`src/rtl/host_link_router.sv`:
```
// host_link_router: host-side endpoint of the channel message bus.
// RX decodes SYNC/ADDR/LEN/payload frames from the host into one-hot channel
// strobes; TX round-robins over pending channels, reads their bytes and frames
// them onto a valid/ready byte stream toward the host transmitter.
module host_link_router #(
  parameter int unsigned N_CH        = 5,
  parameter logic [7:0]  SYNC        = 8'hAA,
  parameter int unsigned TIMEOUT_CYC = 100000
) (
  input  logic                n_rst,
  input  logic                sys_clk,
  input  logic [7:0]          rx_data,
  input  logic                rx_valid,
  output logic [7:0]          tx_data,
  output logic                tx_valid,
  input  logic                tx_ready,
  output logic [7:0]          master_data,
  output logic [N_CH-1:0]     valid_bus,
  input  logic [N_CH-1:0]     have_msg_bus,
  input  logic [8*N_CH-1:0]   len_bus,
  input  logic [8*N_CH-1:0]   slave_data_bus,
  output logic [N_CH-1:0]     rdreq_bus,
  output logic [7:0]          err_cnt
);

  localparam int unsigned PTR_W = (N_CH > 1) ? $clog2(N_CH) : 1;
  localparam int unsigned TMO_W = $clog2(TIMEOUT_CYC + 1);

  typedef enum logic [1:0] {
    RX_HUNT,
    RX_ADDR,
    RX_LEN,
    RX_PAYLOAD
  } rx_state_t;

  typedef enum logic [2:0] {
    TX_SCAN,
    TX_H_SYNC,
    TX_H_ADDR,
    TX_H_LEN,
    TX_RD,
    TX_WAIT,
    TX_SEND
  } tx_state_t;

  // ---------------------------------------------------------------- RX path
  rx_state_t         rx_state_q, rx_state_d;
  logic [7:0]        addr_q, addr_d;
  logic [7:0]        rx_cnt_q, rx_cnt_d;
  logic [TMO_W-1:0]  tmo_q, tmo_d;
  logic [7:0]        master_data_q, master_data_d;
  logic [N_CH-1:0]   valid_bus_q, valid_bus_d;
  logic [7:0]        err_cnt_q, err_cnt_d;
  logic              err_inc;

  // RX state and output registers
  always_ff @(posedge sys_clk or negedge n_rst) begin
    if (!n_rst) begin
      rx_state_q    <= RX_HUNT;
      addr_q        <= 8'd0;
      rx_cnt_q      <= 8'd0;
      tmo_q         <= '0;
      master_data_q <= 8'd0;
      valid_bus_q   <= '0;
      err_cnt_q     <= 8'd0;
    end else begin
      rx_state_q    <= rx_state_d;
      addr_q        <= addr_d;
      rx_cnt_q      <= rx_cnt_d;
      tmo_q         <= tmo_d;
      master_data_q <= master_data_d;
      valid_bus_q   <= valid_bus_d;
      err_cnt_q     <= err_cnt_d;
    end
  end

  // RX frame decoder, inactivity watchdog and error counter
  always_comb begin
    rx_state_d    = rx_state_q;
    addr_d        = addr_q;
    rx_cnt_d      = rx_cnt_q;
    tmo_d         = tmo_q;
    master_data_d = master_data_q;
    valid_bus_d   = '0;
    err_cnt_d     = err_cnt_q;
    err_inc       = 1'b0;

    case (rx_state_q)
      RX_HUNT: begin
        if (rx_valid && (rx_data == SYNC)) begin
          rx_state_d = RX_ADDR;
        end
      end
      RX_ADDR: begin
        if (rx_valid) begin
          addr_d     = rx_data;
          rx_state_d = RX_LEN;
          // A bad address is charged once, when the frame is addressed
          if (rx_data >= 8'(N_CH)) begin
            err_inc = 1'b1;
          end
        end
      end
      RX_LEN: begin
        if (rx_valid) begin
          rx_cnt_d   = rx_data;
          rx_state_d = (rx_data == 8'd0) ? RX_HUNT : RX_PAYLOAD;
        end
      end
      RX_PAYLOAD: begin
        if (rx_valid) begin
          // Out-of-range addresses match no channel, so the byte is dropped
          for (int unsigned k = 0; k < N_CH; k++) begin
            valid_bus_d[k] = (addr_q == 8'(k));
          end
          if (addr_q < 8'(N_CH)) begin
            master_data_d = rx_data;
          end
          rx_cnt_d = rx_cnt_q - 8'd1;
          if (rx_cnt_q == 8'd1) begin
            rx_state_d = RX_HUNT;
          end
        end
      end
      default: rx_state_d = RX_HUNT;
    endcase

    // Watchdog only runs while a frame is open
    if (rx_state_q == RX_HUNT) begin
      tmo_d = '0;
    end else if (rx_valid) begin
      tmo_d = '0;
    end else if (tmo_q == TMO_W'(TIMEOUT_CYC - 1)) begin
      tmo_d      = '0;
      rx_state_d = RX_HUNT;
      err_inc    = 1'b1;
    end else begin
      tmo_d = tmo_q + TMO_W'(1);
    end

    if (err_inc && (err_cnt_q != 8'hFF)) begin
      err_cnt_d = err_cnt_q + 8'd1;
    end
  end

  // ---------------------------------------------------------------- TX path
  tx_state_t         tx_state_q, tx_state_d;
  logic [PTR_W-1:0]  ptr_q, ptr_d;
  logic [PTR_W-1:0]  sel_q, sel_d;
  logic [7:0]        tx_cnt_q, tx_cnt_d;
  logic [7:0]        tx_data_q, tx_data_d;
  logic              tx_valid_q, tx_valid_d;
  logic [N_CH-1:0]   rdreq_q, rdreq_d;

  logic              cur_have;
  logic [7:0]        cur_len;
  logic [7:0]        sel_data;
  logic [N_CH-1:0]   sel_onehot;
  logic [PTR_W-1:0]  ptr_next;
  logic [PTR_W-1:0]  sel_next;
  logic              accept;

  // TX state and output registers
  always_ff @(posedge sys_clk or negedge n_rst) begin
    if (!n_rst) begin
      tx_state_q <= TX_SCAN;
      ptr_q      <= '0;
      sel_q      <= '0;
      tx_cnt_q   <= 8'd0;
      tx_data_q  <= 8'd0;
      tx_valid_q <= 1'b0;
      rdreq_q    <= '0;
    end else begin
      tx_state_q <= tx_state_d;
      ptr_q      <= ptr_d;
      sel_q      <= sel_d;
      tx_cnt_q   <= tx_cnt_d;
      tx_data_q  <= tx_data_d;
      tx_valid_q <= tx_valid_d;
      rdreq_q    <= rdreq_d;
    end
  end

  // Channel muxes: candidate under the scan pointer, and the selected channel
  always_comb begin
    cur_have   = 1'b0;
    cur_len    = 8'd0;
    sel_data   = 8'd0;
    sel_onehot = '0;
    for (int unsigned k = 0; k < N_CH; k++) begin
      if (ptr_q == PTR_W'(k)) begin
        cur_have = have_msg_bus[k];
        cur_len  = len_bus[8*k +: 8];
      end
      if (sel_q == PTR_W'(k)) begin
        sel_data      = slave_data_bus[8*k +: 8];
        sel_onehot[k] = 1'b1;
      end
    end
    ptr_next = (ptr_q == PTR_W'(N_CH - 1)) ? '0 : ptr_q + PTR_W'(1);
    sel_next = (sel_q == PTR_W'(N_CH - 1)) ? '0 : sel_q + PTR_W'(1);
  end

  // TX scheduler and framer
  always_comb begin
    tx_state_d = tx_state_q;
    ptr_d      = ptr_q;
    sel_d      = sel_q;
    tx_cnt_d   = tx_cnt_q;
    tx_data_d  = tx_data_q;
    tx_valid_d = tx_valid_q;
    rdreq_d    = '0;
    accept     = tx_valid_q & tx_ready;

    case (tx_state_q)
      TX_SCAN: begin
        if (cur_have && (cur_len != 8'd0)) begin
          sel_d      = ptr_q;
          tx_cnt_d   = cur_len;
          tx_data_d  = SYNC;
          tx_valid_d = 1'b1;
          tx_state_d = TX_H_SYNC;
        end else begin
          ptr_d = ptr_next;
        end
      end
      TX_H_SYNC: begin
        if (accept) begin
          tx_data_d  = 8'(sel_q);
          tx_state_d = TX_H_ADDR;
        end
      end
      TX_H_ADDR: begin
        if (accept) begin
          tx_data_d  = tx_cnt_q;
          tx_state_d = TX_H_LEN;
        end
      end
      TX_H_LEN: begin
        if (accept) begin
          tx_valid_d = 1'b0;
          rdreq_d    = sel_onehot;
          tx_state_d = TX_RD;
        end
      end
      TX_RD: begin
        tx_state_d = TX_WAIT;
      end
      TX_WAIT: begin
        // Read data is valid here, one cycle after the rdreq pulse
        tx_data_d  = sel_data;
        tx_valid_d = 1'b1;
        tx_state_d = TX_SEND;
      end
      TX_SEND: begin
        if (accept) begin
          tx_valid_d = 1'b0;
          tx_cnt_d   = tx_cnt_q - 8'd1;
          if (tx_cnt_q == 8'd1) begin
            ptr_d      = sel_next;
            tx_state_d = TX_SCAN;
          end else begin
            rdreq_d    = sel_onehot;
            tx_state_d = TX_RD;
          end
        end
      end
      default: tx_state_d = TX_SCAN;
    endcase
  end

  assign tx_data     = tx_data_q;
  assign tx_valid    = tx_valid_q;
  assign rdreq_bus   = rdreq_q;
  assign master_data = master_data_q;
  assign valid_bus   = valid_bus_q;
  assign err_cnt     = err_cnt_q;

endmodule

```
`config.mk`:
```
export PLATFORM = sky130hd
export DESIGN_NAME = host_link_router
export DESIGN_NICKNAME = d
export VERILOG_FILES = /design/src/rtl/host_link_router.sv
export SDC_FILE = /design/constraint.sdc
export NUM_CORES = 1
export LEC_CHECK = 0
export ABC_AREA = 1
export ABC_CLOCK_PERIOD_IN_PS = 4670
export BUFFER_PORTS_ARGS = -buffer_cell sky130_fd_sc_hd__buf_4
export CAP_MARGIN = 20
export CORE_MARGIN = 5
export CORE_UTILIZATION = 59
export DETAILED_ROUTE_END_ITERATION = 7
export GPL_TIMING_DRIVEN = 0
export PLACE_DENSITY = 0.87
export SETUP_SLACK_MARGIN = 0.05
export SYNTH_ARGS = -nofsm -noshare
export SYNTH_HDL_FRONTEND = slang
export SYNTH_SLANG_ARGS = --single-unit
export TNS_END_PERCENT = 5
```
`constraint.sdc`:
```
create_clock -name sys_clk -period 4.67 [get_ports sys_clk]
set_input_delay 0.2335 -clock sys_clk [delete_from_list [all_inputs] [get_ports sys_clk]]
set_output_delay 0.2335 -clock sys_clk [all_outputs]
set_load 0.01 [all_outputs]
```
======== Yosys cells after proc, flatten, opt, wreduce, memory -nomap -nowiden ========
Index checks and enable logic that the tools add are counted.
storage, ports and cells
  word-level logic and storage cells ...... 154
  bits in registers ....................... 87
  output and inout port bits .............. 35
operators by class
  bitwise operators ....................... 1
  magnitude comparators ................... 2
  equal/unequal tests ..................... 36
  multiplexer cells ....................... 71
  $add $sub $neg .......................... 6
  reduce and logical (&&, ||, !) cells .... 24
operators by type and width
  operator                                             count
  two-way mux 8 bit                                    17
  two-way mux 17 bit                                   3
  two-way mux 3 bit                                    11
  one-hot mux 8 bit (2 select lines)                   2
  one-hot mux 8 bit (4 select lines)                   1
  two-way mux 5 bit                                    5
  equality test 8 x 1 -> 1 bit, second input constant  3
  one-hot mux 3 bit (7 select lines)                   1
  equality test 3 x 2 -> 1 bit, second input constant  6
  two-way mux 1 bit                                    18
  two-way mux 2 bit                                    9
  inequality test 2 bit, second input constant         9
  adder 17 x 1 -> 17 bit, second input constant        1
  equality test 17 bit, second input constant          1
  equality test 8 x 2 -> 1 bit, second input constant  2
  zero test 8 bit                                      2
  subtractor 8 x 1 -> 8 bit, second input constant     2
  equality test 3 bit, second input constant           5
  AND reduction 3 bit                                  4
  one-hot mux 5 bit (2 select lines)                   1
  equality test 3 x 1 -> 1 bit, second input constant  3
  zero test 3 bit                                      3
  adder 8 x 1 -> 8 bit, second input constant          1
  equality test 8 x 3 -> 1 bit, second input constant  1
  other kinds (22)                                     29

======== Longest topological paths before layout ========
Gate-level depths: netlist of the first run.
  depth after elaboration ................. 10
  gate-level depth with buffers ........... 19

======== Least setup slack after synthesis of the first run ========
Ideal clock, no wire load.
  kind .................................... reg-to-reg
  start ................................... register ptr_q[2]
  end ..................................... register tx_data_q[1] (netlist: tx_data[1])
  stages on the path, launching flop included .. 16
  arrival time ............................ 2036 ps
  data required time ...................... 4553 ps
  slack ................................... 2517 ps
  path through ............................ dfrtp_1 -> inv_4 -> ha_1 -> clkinv_1 -> buf_2 -> nor2_1 -> nor2_1 -> a21boi_1 -> nand2_1 -> nor2_2 -> nand2_2 -> nand2_2 -> nand2_4 -> buf_2 -> nand3_1 -> nand2_1
on the way
  cells in the longest elaborated chain, start to end .. 10
  elaborated cells on any way between the ends .. 19
  those cells by class .................... eq/ne: 5; mux: 10; reduce/logical: 4
RTL lines
  what                                 line  RTL
  start, declared                      148   logic [PTR_W-1:0] ptr_q, ptr_d;
  start signal, assigned               175   ptr_q <= ptr_d;
  zero test 3 bit                      191   if (ptr_q == PTR_W'(k)) begin
  two-way mux 8 bit (5 in a row)       191
  nonzero test 8 bit                   217   if (cur_have && (cur_len != 8'd0)) begin
  logical AND 1 bit (*)                217
  inequality test 2 bit (no line) (*)  --
  AND reduction 4 bit (no line) (*)    --
  end signal, assigned                 178   tx_data_q <= tx_data_d;
  end, declared                        151   logic [7:0] tx_data_q, tx_data_d;
Mark *: on every way between the ends. The rest lies on a longest branch, timed or not.
A chain may end at the register's enable or synchronous reset.

======== Final worst setup path of the first run ========
  start ................................... register ptr_q[2]
  end ..................................... register tx_state_q[0]
on the way
  cells in the longest elaborated chain, start to end .. 10
  elaborated cells on any way between the ends .. 19
  those cells by class .................... eq/ne: 5; mux: 10; reduce/logical: 4
RTL lines
  what                                 line  RTL
  zero test 3 bit                      191
  two-way mux 8 bit (5 in a row)       191
  nonzero test 8 bit                   217
  logical AND 1 bit (*)                217
  inequality test 2 bit (no line) (*)  --
  AND reduction 5 bit (no line) (*)    --
  end signal, assigned                 174   tx_state_q <= tx_state_d;
  end, declared                        147   tx_state_t tx_state_q, tx_state_d;
Marked as above.

==> results of run 1 <==
## cell usage in the layout (no fill, tap or decap), drive strengths merged, types with 2 or more instances in the layout
| cell type | Yosys | final |
|---|---|---|
| nand4 | 14 | 14 |
| clkinv | 10 | 12 |
| nor4 | 6 | 6 |
| o21a | 3 | 3 |
| or2 | 4 | 4 |
| nor2 | 77 | 77 |
| nand3 | 46 | 46 |
| clkbuf | 9 | 18 |
| a21boi | 5 | 5 |
| o31ai | 3 | 3 |
| dfrtp | 87 | 87 |
| o211ai | 19 | 19 |
| inv | 80 | 84 |
| buf | 7 | 139 |
| mux2 | 3 | 3 |
| nor3b | 3 | 3 |
| xor2 | 15 | 15 |
| a221oi | 2 | 2 |
| a31oi | 4 | 4 |
| nand2 | 225 | 225 |
| a21oi | 18 | 18 |
| nor3 | 23 | 23 |
| o21ai | 63 | 63 |
| o22ai | 3 | 3 |
| ha | 16 | 16 |
## power groups by stage
stage	Clock, mW	Sequential [mW]	Combinational [mW]
final	0.525	0.978	1.59
after CTS	0.527	0.976	1.57
after global placement	0	0.983	1.51
after global routing	0.564	0.996	1.80
after floorplan	0	0.984	1.13
after detailed placement	0	0.990	1.56
## cells by family after synthesis
| kind of cell | after synthesis | synth area share |
|---|---|---|
| xor+xnor | 16 | 0.0256 |
| buf+inv | 106 | 0.0777 |
| fa+ha+maj | 16 | 0.0366 |
| mux | 3 | 0.00617 |
| compound gates | 126 | 0.141 |
| simple gates | 399 | 0.315 |
| flops | 87 | 0.398 |
## registers in the layout, indices dropped and copies added (netlist names)
register and flops:
tmo_q 17, addr_q 8, tx_data 8, valid_bus 5
ptr_q 3, rx_cnt_q 8, rx_state_q 2, sel_q 3
master_data 8, err_cnt 8, tx_state_q 3, tx_cnt_q 8
tx_valid 1, rdreq_bus 5
## routing by layer
| layer | wire (µm) | track usage |
|---|---|---|
| met5 | 0 | 0 |
| met4 | 340 | 0.0934 |
| met3 | 867 | 0.0486 |
| met2 | 6620 | 0.412 |
| met1 | 6010 | 0.327 |
## timing repair
action / 4_1_cts / 5_1_grt
endpoints found under the hold margin: 0 / 44
hold buffers: 0 / 1
setup buffers: 0 / 0
## worst max-delay path, delay by kind of cell, from the launching register on
| family | cells | cell delay (ns) |
|---|---|---|
| DFF | 1 | 0.51 |
| buffers and inverters | 4 | 0.79 |
| and+or+nand+nor | 9 | 0.79 |
| AOI/OAI and AO/OA | 1 | 0.24 |
| adders and majority gates | 1 | 0.18 |
## final cells by class
| type | instances | share of cell area |
|---|---|---|
| inverters | 90 | 0.0504 |
| clock buffers | 9 | 0.0181 |
| multi-input cells | 560 | 0.421 |
| plain buffers | 16 | 0.0119 |
| flip-flops and latches | 87 | 0.319 |
| clock inverters | 7 | 0.0110 |
| repair buffers | 133 | 0.148 |
| well taps | 111 | 0.0203 |
## worst max path at each step
stage / from / endpoint / slack, ns / depth (start not counted)
2_1_floorplan: ptr_q[2] / tx_data[1] / 2.52 / 15
3_3_place_gp: ptr_q[2] / tx_data[3] / 2.14 / 15
3_5_place_dp: ptr_q[2] / tx_state_q[0] / 2.10 / 15
4_1_cts: ptr_q[2] / tx_state_q[0] / 2.08 / 15
5_1_grt: ptr_q[2] / tx_cnt_q[2] / 1.81 / 15
6_report: ptr_q[2] / tx_state_q[0] / 2.04 / 15
## through the flow
| step | setup slack [ns] | total power [mW] | utilization | area, µm² |
|---|---|---|---|---|
| global route | 1.81 | 3.36 | 0.746 | 6830 |
| floorplan | 2.52 | 2.11 | - | 5470 |
| finish | 2.04 | 3.10 | 0.746 | 6830 |
| CTS | 2.08 | 3.08 | 0.742 | 6800 |
| detailed placement | 2.10 | 2.55 | 0.721 | 6600 |
| global placement | 2.14 | 2.49 | 0.721 | 6600 |
==> impl_metrics.toml, run 1 <==
[drt]
first_pass_iters = 5
avgRoutedWirePerCell_um = 13.7
antenna_left = 0
first_iter_violations = 440
vias = 5560
drc = 0
wl_mm = 13.8
vias_per_cell = 5.49

[worst_setup_path]
max_stage_delay_ns = 0.51
r2r_end = "tx_state_q[0]"
cp_max_fo = 10
crit_required_ns = 4.92
cp.arrival_ns = 2.88
crit_type = "flop to flop"
rrSetupSlack_ns = 2.04
path_cells = "inv_4, ha_1, clkinv_1, buf_2, nor2_1, nor2_1, a21boi_1, nand2_1, nor2_2, nand2_2, nand2_2, nand2_4, buf_2, nand4_1, nand2_1"
slowest_stage = "dfrtp_1"
r2r_start = "ptr_q[2]"
cp-end-kind = "flop"
worstSetupStartpointType = "flop"
reg2reg_depth = 15

[sta]
max-slew-margin-rel = 0.434
tightest_slew_ns = 0.841
fin_crit_ns = 2.63
skew_ns = 0.0164
hold_ws_ns = 0.0800
setup-tns-final_ns = 0
rsz0062_at_grt = "false"
setup_viol = 0
slew_viol_final = 0
finalCritPeriodShare = 0.563
clock.fmax_ghz = 0.380
hold_violations = 0

[floorplanning]
die_x_um = 106
core_mm2 = 0.00915
die_area_mm2 = 0.0113
die-height_um = 106
row_count = 35
start_util = 0.598
ios = 132

[final_layout]
syn_to_final_growth_pct = 24.7
nets = 1010
multi_input_area_mm2 = 0.00287
drive_above_1_share = 0.206
n_fill_cell = 696
fin_cells = 1013
register_area_mm2 = 0.00218
diodes = 0

[yosys]
synth_top_area_frac = 0.398
avgSynthCellArea_um2 = 7.27
ys_async_sr_fraction = 1.00
synthesis.nets = 866
synth_commonest_cells = "216 x nand2_1, 87 x dfrtp_1, 78 x inv_1"
synth_cell_types = 48
synth_cells = 753
synth-seq-cells = 87
yosys.area.top_type = "dfrtp_1"
yosysSeqAreaShare = 0.398
syn_area_mm2 = 0.00547
ys.flop_type = "dfrtp_1"
synth_most_common_cell = "nand2_1"
yosys_warnings = 0
synth_edf_count = 0
ys_top_cells_by_area = "dfrtp_1 40%, nand2_1 15%, inv_1 5.3%"

[power]
power.internal_mw = 1.68
netSwitchingFraction = 0.458
power.leakage_nw = 3.55
switchingPower_mw = 1.42
pwr-share-comb = 0.515
power_frac_clock = 0.170
seq_power_share = 0.316
irDropWorstVdd_v = 0.000254
power.density_mw_per_mm2 = 454

[clocking]
cts_tree = "done"
ctsResizeCount = 0
root_buffer = "clkbuf_8"
htree_levels = 3
cts_buffer_depth = 2
clkTransAtPathRegs_ns = 0.10
cts-buffers-inserted = 9
insertion_delay_ns = 0.37
cts_sinks = 87

[global_routing]
gr-total-overflow = 0
grt_pass1_vias = 5446
grt_max_degree = 88
grt_first_pass_wirelength_mm = 23.6
antenna_found_initial = 0
grtUsageTotal = 0.250

[placed_design]
place_congestion = 0.921
io_buffers = 131
hpwlAfterDp_mm = 10.6
dp.cells = 995

[min_path]
hp-class = "primary input to flop"
hold_path_depth = 2
hold_end = "rx_state_q[0]"
min-delay-start = "rx_data[4]"

[run_status]
status = "finished, final reports clean"

[run]
cap_violations = 0
Note: power is estimated with default switching activity, not from simulation.
==> run 2: changes to the inputs <==
- ABC_AREA: 1 -> 0
- ABC_CLOCK_PERIOD_IN_PS: 4670 -> 2300
- CORE_UTILIZATION: 59 -> 49
- PLACE_DENSITY: 0.87 -> 0.77
- clock period: 4.67 -> 2.3 ns (I/O delays scaled with it)
==> impl_metrics.toml, run 2 <==
[run_status]
status = "complete, but fails checks"
violations = "negative setup slack"

[power]
irDropWorstVdd_v = 0.000731
power.internal_mw = 4.77
total_power_mw = 8.09
power_frac_clock = 0.145
switchingPower_mw = 3.32
seq_power_share = 0.283
power.leakage_nw = 3.33
pwr-share-comb = 0.572
netSwitchingFraction = 0.411
power.density_mw_per_mm2 = 1120

[drt]
first_pass_iters = 5
vias = 5191
drc = 0
wl_mm = 14.8
avgRoutedWirePerCell_um = 16.3
vias_per_cell = 5.70
antenna_left = 0
first_iter_violations = 416

[placed_design]
dp.cells = 865
dpl-instance-area_mm2 = 0.00655
place_congestion = 0.921
dpl_worst_slack_ns = -0.549
hpwlAfterDp_mm = 10.8
io_buffers = 130

[yosys]
ys_top_cells_by_area = "dfrtp_1 41%, nor2_1 4.2%, a21oi_1 4.1%"
yosys.area.top_type = "dfrtp_1"
synth_most_common_cell = "dfrtp_1"
ys_async_sr_fraction = 1.00
synth_top_area_frac = 0.408
avgSynthCellArea_um2 = 8.97
synth_cell_types = 62
syn_area_mm2 = 0.00534
synth_commonest_cells = "87 x dfrtp_1, 60 x nor2_1, 56 x nand2_1"
yosysSeqAreaShare = 0.408
ys.flop_type = "dfrtp_1"
synth_edf_count = 0
synth_cells = 595
yosys_warnings = 0
synth-seq-cells = 87
synthesis.nets = 708

[clocking]
cts_buffer_depth = 2
cts_sinks = 87
cts_tree = "done"
clkTransAtPathRegs_ns = 0.09
htree_levels = 3
root_buffer = "clkbuf_8"
cts-buffers-inserted = 9
insertion_delay_ns = 0.36

[global_routing]
grt_first_pass_wirelength_mm = 24.1
grt_use_met3 = 0.0296
gr-total-overflow = 0
gr-max-usage-layer = "met2"
antenna_found_initial = 0
use_met1 = 0.295
grtUsageTotal = 0.225
grt_pass1_vias = 5066
use_met2 = 0.376
grt_max_degree = 88

[floorplanning]
start_util = 0.497
core_mm2 = 0.0107
row_count = 38
die-height_um = 114
die_x_um = 114
die_area_mm2 = 0.0131
ios = 132

[final_layout]
top_register = "tmo_q"
multi_input_area_mm2 = 0.00315
n_fill_cell = 845
largest_reg_flops = 17
syn_to_final_growth_pct = 35.3
fin_cells = 910
final_area_mm2 = 0.00722
drive_above_1_share = 0.325
mostFrequentLayoutCell = "buf_4"
nets = 879
diodes = 0
register_area_mm2 = 0.00218
final_cell_mix = "153 x buf_4, 86 x dfrtp_1, 60 x nor2_1, 55 x nand2_1, 37 x a21oi_1"

[sta]
setup_viol = 24
finalCritPeriodShare = 1.13
tightest_slew_ns = 0.601
hold_ws_ns = 0.0393
rsz0062_at_grt = "true"
max-slew-margin-rel = 0.596
setup_ws_ns = -0.288
slew_viol_final = 0
fin_crit_ns = 2.59
skew_ns = 0.0119
hold_violations = 0
clock.fmax_ghz = 0.386

[worst_setup_path]
path_cells = "ha_2, ha_4, or2_1, buf_6, a21oi_2, a221oi_2, nand4_1, buf_6, o21ai_4, nand2_4, mux2_4"
worst_path_most_repeated_cell = "buf_6"
worstSetupStartpointType = "flop"
crit_buf_inv = 2
cp.arrival_ns = 2.82
crit_family = "compound AO/OA/AOI/OAI gates"
max_stage_delay_ns = 0.44
cp-end-kind = "flop"
r2r_start = "ptr_q[1]"
r2r_end = "tx_data[3]"
rrSetupSlack_ns = -0.29
crit_required_ns = 2.54
cp_max_fo = 8
crit_type = "flop to flop"
slowest_stage = "dfrtp_1"
reg2reg_depth = 11

[min_path]
min-delay-start = "rx_data[4]"
hold_path_depth = 2
hold_end = "master_data[4]"
hp-class = "primary input to flop"

[run]
cap_violations = 0
[run 2: cell types whose count changed in the layout (fill, tap and decap cells not counted), sizes merged, moves of 17 or more]
cell   change
nand2    -168
inv       -63
buf       +32
nand3     -28
a21oi     +26
mux2      +22
o21ai     -21
and3      +17
nor2      -17
[run 2: area by class of cell]
| class | count | share of cell area |
|---|---|---|
| Clock inverter | 6 | 0.0128 |
| Timing Repair Buffer | 161 | 0.172 |
| Inverter | 19 | 0.00987 |
| Multi-Input combinational cell | 455 | 0.435 |
| Sequential cell | 87 | 0.302 |
| Buffer | 33 | 0.0270 |
| Clock buffer | 9 | 0.0171 |
| Tap cell | 140 | 0.0243 |
[run 2: metrics by stage]
stage / util / setup TNS [ns]
global placement: 0.609 / -7.43
floorplan: - / -0.492
detailed placement: 0.609 / -9.80
CTS: 0.652 / -3.47
global route: 0.672 / -7.65
finish: 0.672 / -4.49
[run 2: timing repair]
action                                  in CTS  in global routing
buffers inserted                            20                  6
gates cloned                                 3                  0
hold endpoints to repair                    17                  0
hold buffers                                 1                  0
pin swaps                                   16                 15
endpoints found under the setup margin      41                 42
gates resized for setup                     22                 29
[run 2: kinds of logic after synthesis]
kind of cell	Yosys count	synth area share
multiplexers	30	0.0670
AO/OA/AOI/OAI	147	0.182
AND/OR/NAND/NOR	241	0.231
XOR/XNOR	21	0.0344
adder cells (fa/ha/maj)	16	0.0375
flip-flops	87	0.408
buffers and inverters	53	0.0403
[run 2: worst max-delay path by stage]
stage               depth (start not counted)      from  slack, ns          to
floorplan                                  10  ptr_q[0]      -0.06  tx_data[0]
global placement                           11  ptr_q[0]      -0.47  tx_data[7]
detailed placement                         11  ptr_q[0]      -0.55  tx_data[5]
CTS                                        12  ptr_q[0]      -0.24  tx_data[3]
global route                               11  ptr_q[1]      -0.42  tx_data[5]
finish                                     11  ptr_q[1]      -0.29  tx_data[3]
[run 2: power by group through the flow]
| stage | clock network (mW) | logic (mW) | registers, mW |
|---|---|---|---|
| finish | 1.17 | 4.63 | 2.29 |
| global route | 1.26 | 5.08 | 2.35 |
| CTS | 1.20 | 4.29 | 2.27 |
| detailed placement | 0 | 3.73 | 2.30 |
| global placement | 0 | 3.62 | 2.28 |
| floorplan | 0 | 2.72 | 2.24 |
[run 2: routing by layer]
layer / wire length, µm / vias to the layer above / share of wire
li1: - / 2482 / -
met1: 6440 / 2505 / 0.43
met4: 411 / 0 / 0.028
met3: 703 / 37 / 0.048
met5: 0 / - / 0
met2: 7250 / 167 / 0.49
[run 2: worst register-to-register path, delay by kind of cell (launching register included)]
family / cells / cell delay, ns
AO/OA/AOI/OAI: 3 / 0.57
adder cells (fa/ha/maj): 2 / 0.39
buffers and inverters: 2 / 0.30
flip-flops: 1 / 0.44
multiplexers: 1 / 0.33
AND/OR/NAND/NOR: 3 / 0.45
==> run 3: changes to the inputs <==
- RECOVER_POWER: default -> 50
- TNS_END_PERCENT: 5 -> default
==> impl_metrics.toml, run 3 (synthesis results as in run 2) <==
[sta]
setup_viol = 24
setup-tns-final_ns = -4.49
max-slew-margin-rel = 0.342
setup_ws_ns = -0.267
hold_violations = 0
tightest_slew_ns = 0.987
finalCritPeriodShare = 1.12
skew_ns = 0.00700
clock.fmax_ghz = 0.390
fin_crit_ns = 2.57
rsz0062_at_grt = "true"
hold_ws_ns = 0.0192
slew_viol_final = 0

[worst_setup_path]
worstSetupStartpointType = "flop"
r2r_end = "tx_data[3]"
crit_type = "flop to flop"
r2r_start = "ptr_q[0]"
rrSetupSlack_ns = -0.27
crit_path_start = "ptr_q[0]"
cp-end-kind = "flop"
cp.arrival_ns = 2.82
cp-endpoint = "tx_data[3]"
reg2reg_depth = 11
path_cells = "buf_6, ha_4, ha_4, or2_1, buf_6, a211oi_2, o31a_1, buf_4, o21ai_4, nand2_4, mux2_4"
max_stage_delay_ns = 0.45
slowest_stage = "dfrtp_2"
cp_max_fo = 8
crit_required_ns = 2.55

[run_status]
status = "complete, but fails checks"
violations = "negative setup slack"

[power]
power.leakage_nw = 3.32
irDropWorstVdd_v = 0.000818
switchingPower_mw = 3.50
pwr-share-comb = 0.587
power.density_mw_per_mm2 = 1130
power_frac_clock = 0.134
power.internal_mw = 4.76
seq_power_share = 0.279
netSwitchingFraction = 0.424

[floorplanning]
ios = 132
die-height_um = 114
start_util = 0.497
die_x_um = 114
core_mm2 = 0.0107
row_count = 38
die_area_mm2 = 0.0131

[placed_design]
hpwlAfterDp_mm = 10.8
dpl_worst_slack_ns = -0.423
io_buffers = 130
place_congestion = 0.901

[final_layout]
nets = 881
largest_reg_flops = 17
register_area_mm2 = 0.00218
multi_input_area_mm2 = 0.00325
mostFrequentLayoutCell = "buf_4"
top_register = "tmo_q"
final_cell_mix = "145 x buf_4, 84 x dfrtp_1, 60 x nor2_1, 50 x nand2_1, 35 x a21oi_1"
drive_above_1_share = 0.344
syn_to_final_growth_pct = 37.0
n_fill_cell = 834
diodes = 0
utilization = 0.681

[global_routing]
grt_max_degree = 88
gr-total-overflow = 0
grt_first_pass_wirelength_mm = 24.4
grtUsageTotal = 0.230
antenna_found_initial = 0
grt_pass1_vias = 5135

[clocking]
cts_tree = "done"
insertion_delay_ns = 0.37
cts_buffer_depth = 2
htree_levels = 3
root_buffer = "clkbuf_8"
clkTransAtPathRegs_ns = 0.09
cts-buffers-inserted = 9
cts_sinks = 87

[min_path]
hp-class = "primary input to flop"

[run]
cap_violations = 0

[drt]
first_pass_iters = 5
antenna_left = 0
drc = 0
wl_mm = 15.3
first_iter_violations = 421
avgRoutedWirePerCell_um = 16.8
vias_per_cell = 5.73
vias = 5230
-- run 3: changes by cell type in the layout (fill, tap and decap cells not counted), sizes merged --
cell and delta:
clkbuf +7, buf -5, clkinv +2, bufinv -1
-- run 3: layer usage --
| metal | share of wire | track usage | vias to the layer above |
|---|---|---|---|
| met5 | 0 | 0 | - |
| met4 | 0.030 | 0.0879 | 0 |
| met3 | 0.068 | 0.0518 | 41 |
| met2 | 0.50 | 0.388 | 233 |
| met1 | 0.41 | 0.287 | 2471 |
| li1 | - | - | 2485 |
-- run 3: how the worst min path moves through the flow --
| stage | startpoint | to | slack, ns | cells past startpoint |
|---|---|---|---|---|
| finish | rx_data[3] | addr_q[3] | 0.02 | 2 |
| global route | rx_data[5] | master_data[5] | 0.01 | 2 |
| CTS | rx_data[3] | addr_q[3] | 0.003 | 2 |
| detailed placement | n_rst | valid_bus[1] | 0.38 | 1 |
| global placement | n_rst | rdreq_bus[1] | 0.37 | 1 |
| floorplan | n_rst | addr_q[0] | -0.18 | 0 |
-- run 3: cell type report --
| cell class | instances | share of cell area |
|---|---|---|
| clock buffer | 9 | 0.0169 |
| multi-input combinational | 455 | 0.445 |
| tap | 140 | 0.0239 |
| sequential | 87 | 0.298 |
| clock inverter | 7 | 0.0109 |
| buffer | 31 | 0.0248 |
| inverter | 19 | 0.0104 |
| timing repair buffer | 165 | 0.170 |
-- run 3: repair_timing --
item                                    4_1_cts  5_1_grt
buffers inserted                             14       12
pin swaps                                    15       19
hold endpoints to repair                     87        0
hold buffers                                  1        0
resized for setup                            32       57
endpoints found under the setup margin       41       40
cloned                                        6        1
-- run 3: power by group through the flow --
stage               sequential (mW)  combinational, mW  clock (mW)
floorplan                      2.24               2.72           0
finish                         2.31               4.85        1.11
CTS                            2.29               4.14        1.12
global placement               2.28               3.60           0
detailed placement             2.30               3.69           0
global route                   2.37               5.28        1.18
-- run 3: metrics by stage --
| stage | instances | total power, mW | cell area [µm²] |
|---|---|---|---|
| 2_1_floorplan | 595 | 4.96 | 5400 |
| 3_3_place_gp | 865 | 5.88 | 6550 |
| 5_1_grt | 913 | 8.82 | 7310 |
| 3_5_place_dp | 865 | 5.99 | 6550 |
| 4_1_cts | 899 | 7.55 | 7000 |
| 6_report | 913 | 8.27 | 7310 |
-- run 3: critical path: cells and delay by family, from the launching register on --
kind | cells | cell delay [ns]
simple gates | 2 | 0.40
buf+inv | 3 | 0.44
compound gates | 3 | 0.51
fa+ha+maj | 2 | 0.32
flops | 1 | 0.45
mux | 1 | 0.32
